===== src/rtl/soc_bram_pkg.sv =====
// ----------------------------------------------------------------------------
// soc_bram_pkg
// Shared types and default sizes for the program-BRAM access arbiter.
//   arb_state_t : one-hot arbiter FSM state encoding
//   gnt_t       : identifies which requester was granted most recently
// ----------------------------------------------------------------------------
package soc_bram_pkg;

    localparam int DEF_ADDR_W = 2;
    localparam int DEF_DATA_W = 32;
    localparam int DEF_RD_LAT = 2;

    typedef enum logic [4:0] {
        ST_IDLE     = 5'b00001,
        ST_WR       = 5'b00010,
        ST_RD_ISSUE = 5'b00100,
        ST_RD_WAIT  = 5'b01000,
        ST_RD_DONE  = 5'b10000
    } arb_state_t;

    typedef enum logic {
        GNT_WR = 1'b0,
        GNT_RD = 1'b1
    } gnt_t;

endpackage


===== src/rtl/rr_arbiter_2.sv =====
// ----------------------------------------------------------------------------
// rr_arbiter_2
// Two-way round-robin pick, purely combinational. The last-grant register is
// owned by the parent so the pick only advances when the parent commits it.
// Ports:
//   req        in  [1:0]  request vector, [0] = write path, [1] = read path
//   last_grant in  gnt_t  requester granted most recently
//   grant      out [1:0]  one-hot grant (all zero when nothing requested)
// ----------------------------------------------------------------------------
module rr_arbiter_2
    import soc_bram_pkg::*;
(
    input  logic [1:0] req,
    input  gnt_t       last_grant,
    output logic [1:0] grant
);

    always_comb begin
        grant = req;
        // Under contention the requester that did not win last time goes first.
        if (req == 2'b11) begin
            grant = (last_grant == GNT_RD) ? 2'b01 : 2'b10;
        end
    end

endmodule


===== src/rtl/bram_access_arbiter.sv =====
// ----------------------------------------------------------------------------
// bram_access_arbiter
// Shares one single-port program BRAM between the programming (write) path and
// the display/load (read) path. One access is in flight at a time; reads wait
// out the fixed BRAM latency and return registered data with a valid strobe.
//
// state       | meaning
// ------------+-----------------------------------------------------------
// ST_IDLE     | no access; sample requests and capture the winner
// ST_WR       | write issued to BRAM (one cycle)
// ST_RD_ISSUE | read issued to BRAM (one cycle), latency counter loaded
// ST_RD_WAIT  | waiting for BRAM read latency to elapse
// ST_RD_DONE  | bram_dout valid this cycle; registered into rd_data
//
// Ports:
//   clk, rst                       clock, synchronous active-high reset
//   wr_req/wr_addr/wr_data/wr_gnt  write requester handshake
//   rd_req/rd_addr/rd_gnt          read requester handshake
//   rd_data/rd_valid               registered read return
//   bram_en/we/addr/din/dout       BRAM port
//   busy                           high whenever not in ST_IDLE
// ----------------------------------------------------------------------------
module bram_access_arbiter
    import soc_bram_pkg::*;
#(
    parameter int ADDR_W = DEF_ADDR_W,
    parameter int DATA_W = DEF_DATA_W,
    parameter int RD_LAT = DEF_RD_LAT
) (
    input  logic              clk,
    input  logic              rst,
    input  logic              wr_req,
    input  logic [ADDR_W-1:0] wr_addr,
    input  logic [DATA_W-1:0] wr_data,
    output logic              wr_gnt,
    input  logic              rd_req,
    input  logic [ADDR_W-1:0] rd_addr,
    output logic              rd_gnt,
    output logic [DATA_W-1:0] rd_data,
    output logic              rd_valid,
    output logic              bram_en,
    output logic              bram_we,
    output logic [ADDR_W-1:0] bram_addr,
    output logic [DATA_W-1:0] bram_din,
    input  logic [DATA_W-1:0] bram_dout,
    output logic              busy
);

    // Counter runs in ST_RD_WAIT and hands over to ST_RD_DONE at 1, so it is
    // loaded with RD_LAT-1 (the ST_RD_ISSUE cycle already counts as one).
    localparam logic [2:0] LAT_INIT = 3'(RD_LAT - 1);

    arb_state_t        state;
    arb_state_t        state_nxt;
    gnt_t              last_grant;
    logic [1:0]        grant;
    logic [ADDR_W-1:0] cap_addr;
    logic [DATA_W-1:0] cap_data;
    logic [2:0]        lat_cnt;

    rr_arbiter_2 u_rr (
        .req        ({rd_req, wr_req}),
        .last_grant (last_grant),
        .grant      (grant)
    );

    always_comb begin
        state_nxt = state;
        unique case (state)
            ST_IDLE: begin
                if (grant[0]) begin
                    state_nxt = ST_WR;
                end else if (grant[1]) begin
                    state_nxt = ST_RD_ISSUE;
                end
            end
            ST_WR:       state_nxt = ST_IDLE;
            ST_RD_ISSUE: state_nxt = (RD_LAT == 1) ? ST_RD_DONE : ST_RD_WAIT;
            ST_RD_WAIT: begin
                if (lat_cnt == 3'd1) begin
                    state_nxt = ST_RD_DONE;
                end
            end
            ST_RD_DONE:  state_nxt = ST_IDLE;
            default:     state_nxt = ST_IDLE;
        endcase
    end

    always_ff @(posedge clk) begin
        if (rst) begin
            state      <= ST_IDLE;
            last_grant <= GNT_RD;
            cap_addr   <= '0;
            cap_data   <= '0;
            lat_cnt    <= '0;
            rd_data    <= '0;
            rd_valid   <= 1'b0;
        end else begin
            state    <= state_nxt;
            rd_valid <= (state == ST_RD_DONE);

            if (state == ST_RD_DONE) begin
                rd_data <= bram_dout;
            end

            if (state == ST_IDLE) begin
                if (grant[0]) begin
                    cap_addr   <= wr_addr;
                    cap_data   <= wr_data;
                    last_grant <= GNT_WR;
                end else if (grant[1]) begin
                    cap_addr   <= rd_addr;
                    last_grant <= GNT_RD;
                end
            end

            if (state == ST_RD_ISSUE) begin
                lat_cnt <= LAT_INIT;
            end else if (state == ST_RD_WAIT) begin
                lat_cnt <= lat_cnt - 3'd1;
            end
        end
    end

    // Port outputs decode straight from state; address and data are forced to
    // zero outside the issue cycles so an idle BRAM port is fully quiet.
    assign wr_gnt    = (state == ST_WR);
    assign rd_gnt    = (state == ST_RD_ISSUE);
    assign bram_en   = wr_gnt | rd_gnt;
    assign bram_we   = wr_gnt;
    assign bram_addr = bram_en ? cap_addr : '0;
    assign bram_din  = wr_gnt ? cap_data : '0;
    assign busy      = (state != ST_IDLE);

endmodule


===== config.mk =====
export PLATFORM = sky130hd
export DESIGN_NAME = bram_access_arbiter
export DESIGN_NICKNAME = d
export VERILOG_FILES = /design/src/rtl/soc_bram_pkg.sv /design/src/rtl/rr_arbiter_2.sv /design/src/rtl/bram_access_arbiter.sv
export SDC_FILE = /design/constraint.sdc
export NUM_CORES = 1
export LEC_CHECK = 0
export ABC_AREA = 1
export CORE_AREA = 2 2 116 107
export DETAILED_ROUTE_END_ITERATION = 8
export DIE_AREA = 0 0 118 109
export HOLD_SLACK_MARGIN = 0.08
export SYNTH_ARGS = -nofsm -noshare
export SYNTH_HDL_FRONTEND = slang
export SYNTH_SLANG_ARGS = --single-unit

===== constraint.sdc =====
create_clock -name clk -period 1.55 [get_ports clk]
set_input_delay 0.31 -clock clk [delete_from_list [all_inputs] [get_ports clk]]
set_output_delay 0.31 -clock clk [all_outputs]
set_load 0.01 [all_outputs]

* After elaboration in Yosys (flattened, before gate mapping) *
Cells that the tools add are included.

cells by class
  add/sub/neg operators = 1
  equal/unequal tests = 10
  multiplexer cells = 14
  bitwise operators = 1
  reductions and logical operators = 6

operator list
  operator                                                count
  2-to-1 mux 32 bit                                       1
  2-to-1 mux 5 bit                                        3
  case mux 5 bit (3 select lines)                         1
  2-to-1 mux 2 bit                                        5
  AND reduction 2 bit                                     3
  == test 5 x 1 -> 1 bit (second input constant)          1
  == test 5 x 2 -> 1 bit (second input constant)          1
  == test 5 x 3 -> 1 bit (second input constant)          1
  == test 5 x 4 -> 1 bit (second input constant)          1
  == test 5 bit (second input constant)                   1
  inequality test 5 x 1 -> 1 bit (second input constant)  1
  2-to-1 mux 1 bit                                        4
  nonzero test 2 bit                                      2
  == test 3 x 1 -> 1 bit (second input constant)          1
  inequality test 3 bit (second input constant)           1
  subtractor 3 x 1 -> 3 bit (second input constant)       1
  == test 2 bit (second input constant)                   1
  inequality test 2 bit (second input constant)           1
  OR reduction 2 bit                                      1
  bitwise OR 1 bit                                        1

storage, ports and cells
  register bits after elaboration = 76
  input port bits = 72
  output and inout bits = 72
  logic and storage cells = 40

* Logic depth before layout (Yosys ltp) *
Gate-level depths: netlist (run 1).

  depth in word-level cells = 5
  depth in mapped cells = 8
  mapped depth without buffers = 7

* Modules after synthesis *
From an unflattened synthesis (run 1), not the netlist that was laid out.

unflattened totals
  cell total of the unflattened synthesis = 504
  area total of the unflattened synthesis = 3,482.1 sq um

by module, submodules not included
  module               times used  cells an instance  area each (sq um)  seq. area each (sq um)
  bram_access_arbiter  1           499                3,460.8            1,521.5
  rr_arbiter_2         1           5                  21.3               0.0

* Worst setup path after synthesis (run 1) *
No wires, ideal clock.

  path kind = reg-to-output
  start = register state[2]
  end = output wr_gnt
  arrival time = 1,126 ps
  data required time = 1,240 ps
  path slack = 114 ps
  stages on the path, launching flop included = 6
  buffers on the path = 2
  cell sequence = dfxtp_1 nor2_4 nand4_2 buf_2 inv_1 buf_4

between the ends
  word-level cells in the longest chain between the ends = 1

RTL lines
  element                 RTL line                    text
  from (decl)             bram_access_arbiter.sv:53   arb_state_t state;
  from (signal assigned)  bram_access_arbiter.sv:99   state <= state_nxt;
  == test 5 x 2 -> 1 bit  bram_access_arbiter.sv:127  assign wr_gnt = (state == ST_WR);
  to (decl)               bram_access_arbiter.sv:35   output logic wr_gnt,

No other way between the ends.

* Worst setup path in the final report (run 1) *
  start = register state[2]
  end = output bram_din[23]

between the ends
  word-level cells in the longest chain between the ends = 2

RTL lines
  element                 RTL line                    text
  == test 5 x 2 -> 1 bit  bram_access_arbiter.sv:127
  2-to-1 mux 32 bit       bram_access_arbiter.sv:132  assign bram_din = wr_gnt ? cap_data : '0;
  to (decl)               bram_access_arbiter.sv:44   output logic [DATA_W-1:0] bram_din,

No other way between the ends.

==> summary.txt, run 1 <==
Timing
  • Final period utilization: 114%
  • Relative slew margins: 86.0%
  • Minimum clock period: 1770 ps
  • Clk_skew: 5.00 ps
  • RSZ-0062 raised after global routing: true
  • Fmax: 565 MHz
  • Fin worst setup slack: -220 ps
  • Final Hold Slack: 439 ps
  • Setup violations, final: 38
  • Actual slew at the worst max-slew pin: 208 ps
  • Final Max Slew Viols: 0
  • Final Hold Viols: 0

Worst setup path
  • Kind of critical path: reg2out
  • CP Launch Type: flop
  • Arr. time, crit path: 1460 ps
  • Crit-path max cell delay: 340 ps
  • Reg2reg path depth: 7
  • CP max stage cell: dfxtp_2
  • Critical Path Fanout Max: 5
  • Cell mode on critical path: nor2_4
  • FF-to-FF End: rd_data[17]$_SDFFE_PP0P_
  • Critical Path Source: state[2]$_SDFFE_PP0P_
  • Capturing element type of the critical path: primary output
  • Crit path cell chain: nor2_4 > nand4_4 > buf_12 > buf_16 > nor2_4 > buf_6
  • Crit Reg-Reg Startpoint: state[1]$_SDFFE_PP0P_
  • Req. time, crit path: 1240 ps
  • R2R Setup Slk: 110 ps

Die
  • Starting Density: 29.2%
  • Die height: 109 um
  • I/O Pins: 144
  • Die Width: 118 um
  • Row count: 38
  • Core footprint: 0.0117 mm2
  • Die ar.: 0.0129 mm2

Logic synthesis
  • Post-synth EDFFs: 0
  • Synth warnings: 0
  • Synthesized netlist cell count: 473
  • Synth top area share: 44.3%
  • XOR/XNOR Fraction of Synth Area: 0.255%
  • Synth area leaders: dfxtp_1 (44%), nor2_1 (12%), inv_1 (8.8%)
  • Synth Cell Area: 0.00343 mm2
  • Post-synthesis simple-gate area fraction: 30.1%
  • Seq cells post-synth: 76
  • Syn_nets: 547
  • Adder-Cell Fraction of Synth Area: 0.729%
  • Mean Syn Cell Area: 7.25 um2
  • Seq/Total Area, Yosys: 44.3%
  • Unique cell type count in the Yosys netlist: 24
  • Synth Area in Compound Gates: 10.1%
  • Synth area leader: dfxtp_1
  • FFs w/ async S/R, synth: 0%
  • Commonest cells post-synth: nor2_1 (109), inv_1 (80), dfxtp_1 (76), nand2_1 (51), a21oi_1 (37)
  • Mux contribution to synthesized area: 0%
  • Top FF cell, synth: dfxtp_1
  • Main combinational cell family by area after synthesis: simple AND/OR/NAND/NOR gates
  • Count leader, synth: nor2_1

Place
  • Placer Congestion: 0.832
  • Port-buffer cells: 143
  • Detailed placer's ending HPWL: 6540 um
  • Dpl ws: -294 ps

Clocking
  • Worst-skew pair later-pin latency: 330 ps
  • # clock sinks: 76
  • Clk pin slew, worst setup/hold paths: 60 ps
  • H-tree depth: 3
  • CTS Hold Bufs: 0
  • Root Buffer: clkbuf_16
  • CTS tree: done
  • Clock buffer count from CTS: 9
  • Clock buffer depth: 2

Detailed routing
  • Residual DRC count: 0
  • Number of DRC markers in iteration 0: 101
  • Vias: 3413
  • Wirelength per Cell: 11.9 um
  • Final WL: 9480 um
  • DRT Pass-1 Iters: 6
  • ANT nets after route: 0
  • Detail-routed via count per cell: 4.28

Power and ir drop
  • Pwr Density: 971 mW/mm2
  • Static Leak: 2.69 nW
  • Worst vdd ir: 0.556 mV

Global route
  • Pin count of the biggest net entering global routing: 43
  • Global-route wire length before repair: 15600 um
  • Met3 usage: 7.17%
  • GR Util All Layers: 15.3%
  • Gr ovfl total: 0
  • Vias in the first global route: 3361
  • M1 GR Usage: 16.3%
  • Initial antenna violation count: 0
  • GRT met2 Usage: 25.1%
  • GRT Max-Usage Layer: met2

Worst hold path
  • Worst hold start: rd_data[28]$_SDFFE_PP0P_
  • Hold Path Depth: 2
  • Worst Hold Class: reg2reg
  • Hold Path Sink: rd_data[28]$_SDFFE_PP0P_

Run status
  • Status: complete, but fails checks
  • Failing checks: negative setup slack

Finish
  • Layout cell share with drive strength beyond 1: 21.3%
  • Fillcell total: 1143
  • Synthesis-to-layout area growth: 69.4%
  • Ant. Diodes: 0
  • Final design utilization: 49.5%
  • Final nets: 707

Flow run
  • MaxCap Viol Count: 0
power by group:
group	switching [mW]	internal [mW]
clock network	0.792	1.45
logic	0.615	0.585
registers	0.0839	2.11
total	1.49	4.15
worst max-delay path by stage:
stage              endpoint  slack (ps)  depth (start not counted)
4_1_cts        bram_din[28]        -230                          6
3_3_place_gp   bram_din[31]        -240                          5
5_1_grt        bram_din[23]        -300                          6
3_5_place_dp   bram_din[31]        -290                          5
6_report       bram_din[23]        -220                          6
2_1_floorplan        wr_gnt         110                          5
what timing repair did:
action | CTS | global route
pin swaps | 2 | 1
cloned | 3 | 0
endpoints found under the setup margin | 47 | 56
setup buffers | 10 | 0
gates resized for setup | 217 | 57
cell families after synthesis:
logic type,count (synthesis)
AOI/OAI and AO/OA,69
xor gates and xnor gates,1
adders and majority gates,2
buffers and inverters,110
DFF,76
and+or+nand+nor,215
placed cells by master (no fill, tap or decap), types with 3 or more instances in the layout:
cell,n
a21oi_1,36
buf_12,9
buf_16,3
buf_2,15
buf_4,18
buf_6,26
clkbuf_16,9
clkdlybuf4s50_1,79
dfxtp_1,72
dlygate4sd2_1,8
dlymetal6s2s_1,17
inv_1,77
inv_2,4
nand2_1,51
nand2_2,5
nand3_1,8
nand3b_1,32
nor2_1,83
nor2_2,7
nor2_4,22
o21ai_0,17
o21ai_1,15
worst max-delay path, delay by kind of cell (launching register included):
family                 cells  cell delay (ps)
buffers and inverters      3              440
flip-flops                 1              340
AND/OR/NAND/NOR            3              360
per-layer routing:
metal  wire (um)  part of all wire, %
met1        3920                   41
met2        4330                   46
met3         968                   10
met4         259                  2.7
met5           0                    0
through the flow:
stage	setup TNS (ps)	total power, mW	cell area, um2	std cells
finish	-6210	5.64	5810	798
global route	-9460	5.96	5810	798
CTS	-7590	5.68	5600	799
detailed placement	-9520	3.32	5140	771
global placement	-7270	3.30	5140	771
floorplan	0	2.89	3430	473
area by class of cell:
type	count	area [um2]	area share, %
clock buffer	12	246	4.24
clock inverter	4	72.6	1.25
inverter	83	327	5.62
multi-input combinational	287	1580	27.3
sequential	76	1530	26.4
tap	160	200	3.44
timing repair buffer	176	1850	31.8
state kept, by name, indices dropped and copies added, names as in the netlist:
name and count:
cap_addr 2, lat_cnt 3, state 5, rd_data 32
cap_data 32, rd_valid 1, last_grant 1
Power figures use the tool's default switching activity.
==> inputs of run 2 (changes only) <==
--- a/config.mk
+++ b/config.mk
@@ -6,10 +6,11 @@
 export NUM_CORES = 1
 export LEC_CHECK = 0
 export ABC_AREA = 1
-export CORE_AREA = 2 2 116 107
+export CORE_AREA = 5 5 119 110
 export DETAILED_ROUTE_END_ITERATION = 8
-export DIE_AREA = 0 0 118 109
+export DIE_AREA = 0 0 124 115
 export HOLD_SLACK_MARGIN = 0.08
+export SLEW_MARGIN = 10
 export SYNTH_ARGS = -nofsm -noshare
 export SYNTH_HDL_FRONTEND = slang
 export SYNTH_SLANG_ARGS = --single-unit
==> run 2 against run 1 <==
  * Register-to-register slack barely moved
  * Largest power group unchanged
  * Wire length up 4.6%
  * Setup slack lost 39 ps
  * Final cell count up 0.50%
  * Sequential share of layout area increased by 0.17 points
  * Clock skew is 1.6 ps higher
  * First-iteration DRC count is 61% higher
  * Non-clock buffer count is 4 higher
  * Core utilization fell by 0.25 points
  * Fmax down 2.2%
  * The flow still finishes with violations (negative setup slack)
  * Combinational power about the same
  * Critical endpoint is now bram_din[8]
==> summary.txt, run 2 (synthesis gave the netlist of run 1 again) <==
Run status
  • Status: complete, but fails checks
  • Failing checks: negative setup slack

Power and ir drop
  • Logic pwr share: 21.6%
  • Static Leak: 2.55 nW
  • Sw frac: 27.0%
  • Pwr Density: 976 mW/mm2
  • Clock power share: 39.4%
  • Reg power frac: 39.0%
  • Int Pwr: 4.12 mW
  • Total power: 5.64 mW
  • P_sw: 1.52 mW
  • Worst vdd ir: 0.806 mV

Worst setup path
  • Crit-path max cell delay: 350 ps
  • Reg2reg path depth: 7
  • CP max stage cell: dfxtp_4
  • Kind of critical path: reg2out
  • Arr. time, crit path: 1500 ps
  • CP Launch Type: flop
  • Capturing element type of the critical path: primary output
  • Critical Path Fanout Max: 5
  • Req. time, crit path: 1240 ps
  • Cell mode on critical path: nor2_4
  • Crit path cell chain: nor2_4 > nand4_4 > buf_8 > clkbuf_16 > nor2_4 > buf_6

Detailed routing
  • ANT nets after route: 0
  • Vias: 3465
  • Residual DRC count: 0
  • Number of DRC markers in iteration 0: 163
  • Detail-routed via count per cell: 4.32
  • Wirelength per Cell: 12.4 um
  • DRT Pass-1 Iters: 4
  • Final WL: 9920 um

Finish
  • Fillcell total: 1156
  • Synthesis-to-layout area growth: 68.6%
  • Layout cell share with drive strength beyond 1: 22.1%
  • Most frequent cells in the layout: nor2_1 (83), inv_1 (78), dfxtp_1 (72), clkdlybuf4s50_1 (72), nand2_1 (50)
  • Multi-input logic area: 0.00161 mm2
  • Final nets: 711
  • Largest regs: cap_data: 32 flops, rd_data: 32 flops, state: 5 flops
  • Seq. cell area: 0.00153 mm2
  • Commonest non-fill, non-tap cell in the layout: nor2_1
  • Final design utilization: 49.2%
  • Ant. Diodes: 0

Timing
  • Setup violations, final: 39
  • Relative slew margins: 81.0%
  • Final period utilization: 117%
  • Actual slew at the worst max-slew pin: 285 ps
  • RSZ-0062 raised after global routing: true
  • Setup tns final: -7370 ps
  • Clk_skew: 6.61 ps
  • Fmax: 553 MHz
  • Final Hold Viols: 0
  • Final Hold Slack: 445 ps
  • Minimum clock period: 1810 ps
  • Final Max Slew Viols: 0
  • Fin worst setup slack: -259 ps

Global route
  • Pin count of the biggest net entering global routing: 66
  • GR Util All Layers: 14.5%
  • Gr ovfl total: 0
  • Vias in the first global route: 3442
  • Initial antenna violation count: 0
  • Global-route wire length before repair: 16100 um

Place
  • Placer Congestion: 0.727
  • Port-buffer cells: 143
  • Detailed placer's ending HPWL: 7100 um

Die
  • Starting Density: 29.2%
  • Die Width: 124 um
  • Die ar.: 0.0143 mm2
  • I/O Pins: 144
  • Core footprint: 0.0117 mm2
  • Row count: 38
  • Die height: 115 um

Clocking
  • Clk pin slew, worst setup/hold paths: 60 ps
  • Root Buffer: clkbuf_16
  • Clock buffer depth: 2
  • # clock sinks: 76
  • H-tree depth: 3
  • CTS Hold Bufs: 0
  • Worst-skew pair later-pin latency: 340 ps
  • CTS tree: done
  • Clock buffer count from CTS: 9

Worst hold path
  • Worst Hold Class: reg2reg
  • Hold Path Depth: 2

Flow run
  • MaxCap Viol Count: 0
==> run 2: stage by stage <==
stage	instances	setup slack (ps)	cell area, um2
after global placement	768	-232	5090
after detailed placement	768	-290	5090
after floorplan	473	114	3430
after CTS	798	-249	5480
final	802	-259	5780
after global routing	802	-351	5780
==> run 2: cell type report <==
| cell class | instances | share of cell area [%] |
|---|---|---|
| Inverter | 83 | 5.47 |
| Tap cell | 160 | 3.46 |
| Sequential cell | 76 | 26.5 |
| Timing Repair Buffer | 180 | 31.3 |
| Clock buffer | 10 | 3.96 |
| Multi-Input combinational cell | 287 | 27.8 |
| Clock inverter | 6 | 1.51 |
==> run 2: worst max-delay path: cells and delay by family, from the launching register on <==
kind                   cells  cell delay [ps]
buffers and inverters      3              440
DFF                        1              350
and+or+nand+nor            3              370
==> run 2: power groups by stage <==
stage / logic, mW / registers (mW) / clock network (mW)
after CTS: 1.15 / 2.20 / 2.32
final: 1.22 / 2.20 / 2.23
after global routing: 1.36 / 2.22 / 2.41
after floorplan: 0.668 / 2.22 / 0
after detailed placement: 1.09 / 2.24 / 0
after global placement: 1.07 / 2.23 / 0
==> run 2: metal layers <==
| layer | wire length [um] | up-vias | part of all wire, % | global-route usage, % |
|---|---|---|---|---|
| met5 | 0 | - | 0 | 0 |
| met4 | 124 | 0 | 1.3 | 5.04 |
| met3 | 1170 | 10 | 12 | 7.67 |
| met2 | 4630 | 134 | 47 | 23.7 |
| met1 | 4000 | 1548 | 40 | 16.0 |
| li1 | - | 1773 | - | - |
==> run 2: path summary, 6_finish.rpt <==
| kind | from | to | slack, ps |
|---|---|---|---|
| max | state[2]$_SDFFE_PP0P_ | bram_din[8] | -260 |
| max reg2reg | state[0]$_SDFFE_PP1P_ | rd_data[23]$_SDFFE_PP0P_ | 110 |
| min reg2reg | rd_data[5]$_SDFFE_PP0P_ | rd_data[5]$_SDFFE_PP0P_ | 440 |
| min | rd_data[5]$_SDFFE_PP0P_ | rd_data[5]$_SDFFE_PP0P_ | 440 |
==> run 2: what timing repair did <==
| item | CTS | global route |
|---|---|---|
| buffers inserted | 13 | 5 |
| setup endpoints to repair | 68 | 42 |
| pin swaps | 3 | 7 |
| cloned | 2 | 1 |
| resized for setup | 233 | 59 |
| hold endpoints to repair | 0 | 0 |
==> inputs of run 3 (changes only) <==
--- a/config.mk
+++ b/config.mk
@@ -7,6 +7,7 @@
 export LEC_CHECK = 0
 export ABC_AREA = 1
 export CORE_AREA = 5 5 119 110
+export CTS_CLUSTER_SIZE = 40
 export DETAILED_ROUTE_END_ITERATION = 8
 export DIE_AREA = 0 0 124 115
 export HOLD_SLACK_MARGIN = 0.08
==> results of run 3 <==
No change in the layout: final DEF, timing and power equal those of run 2.
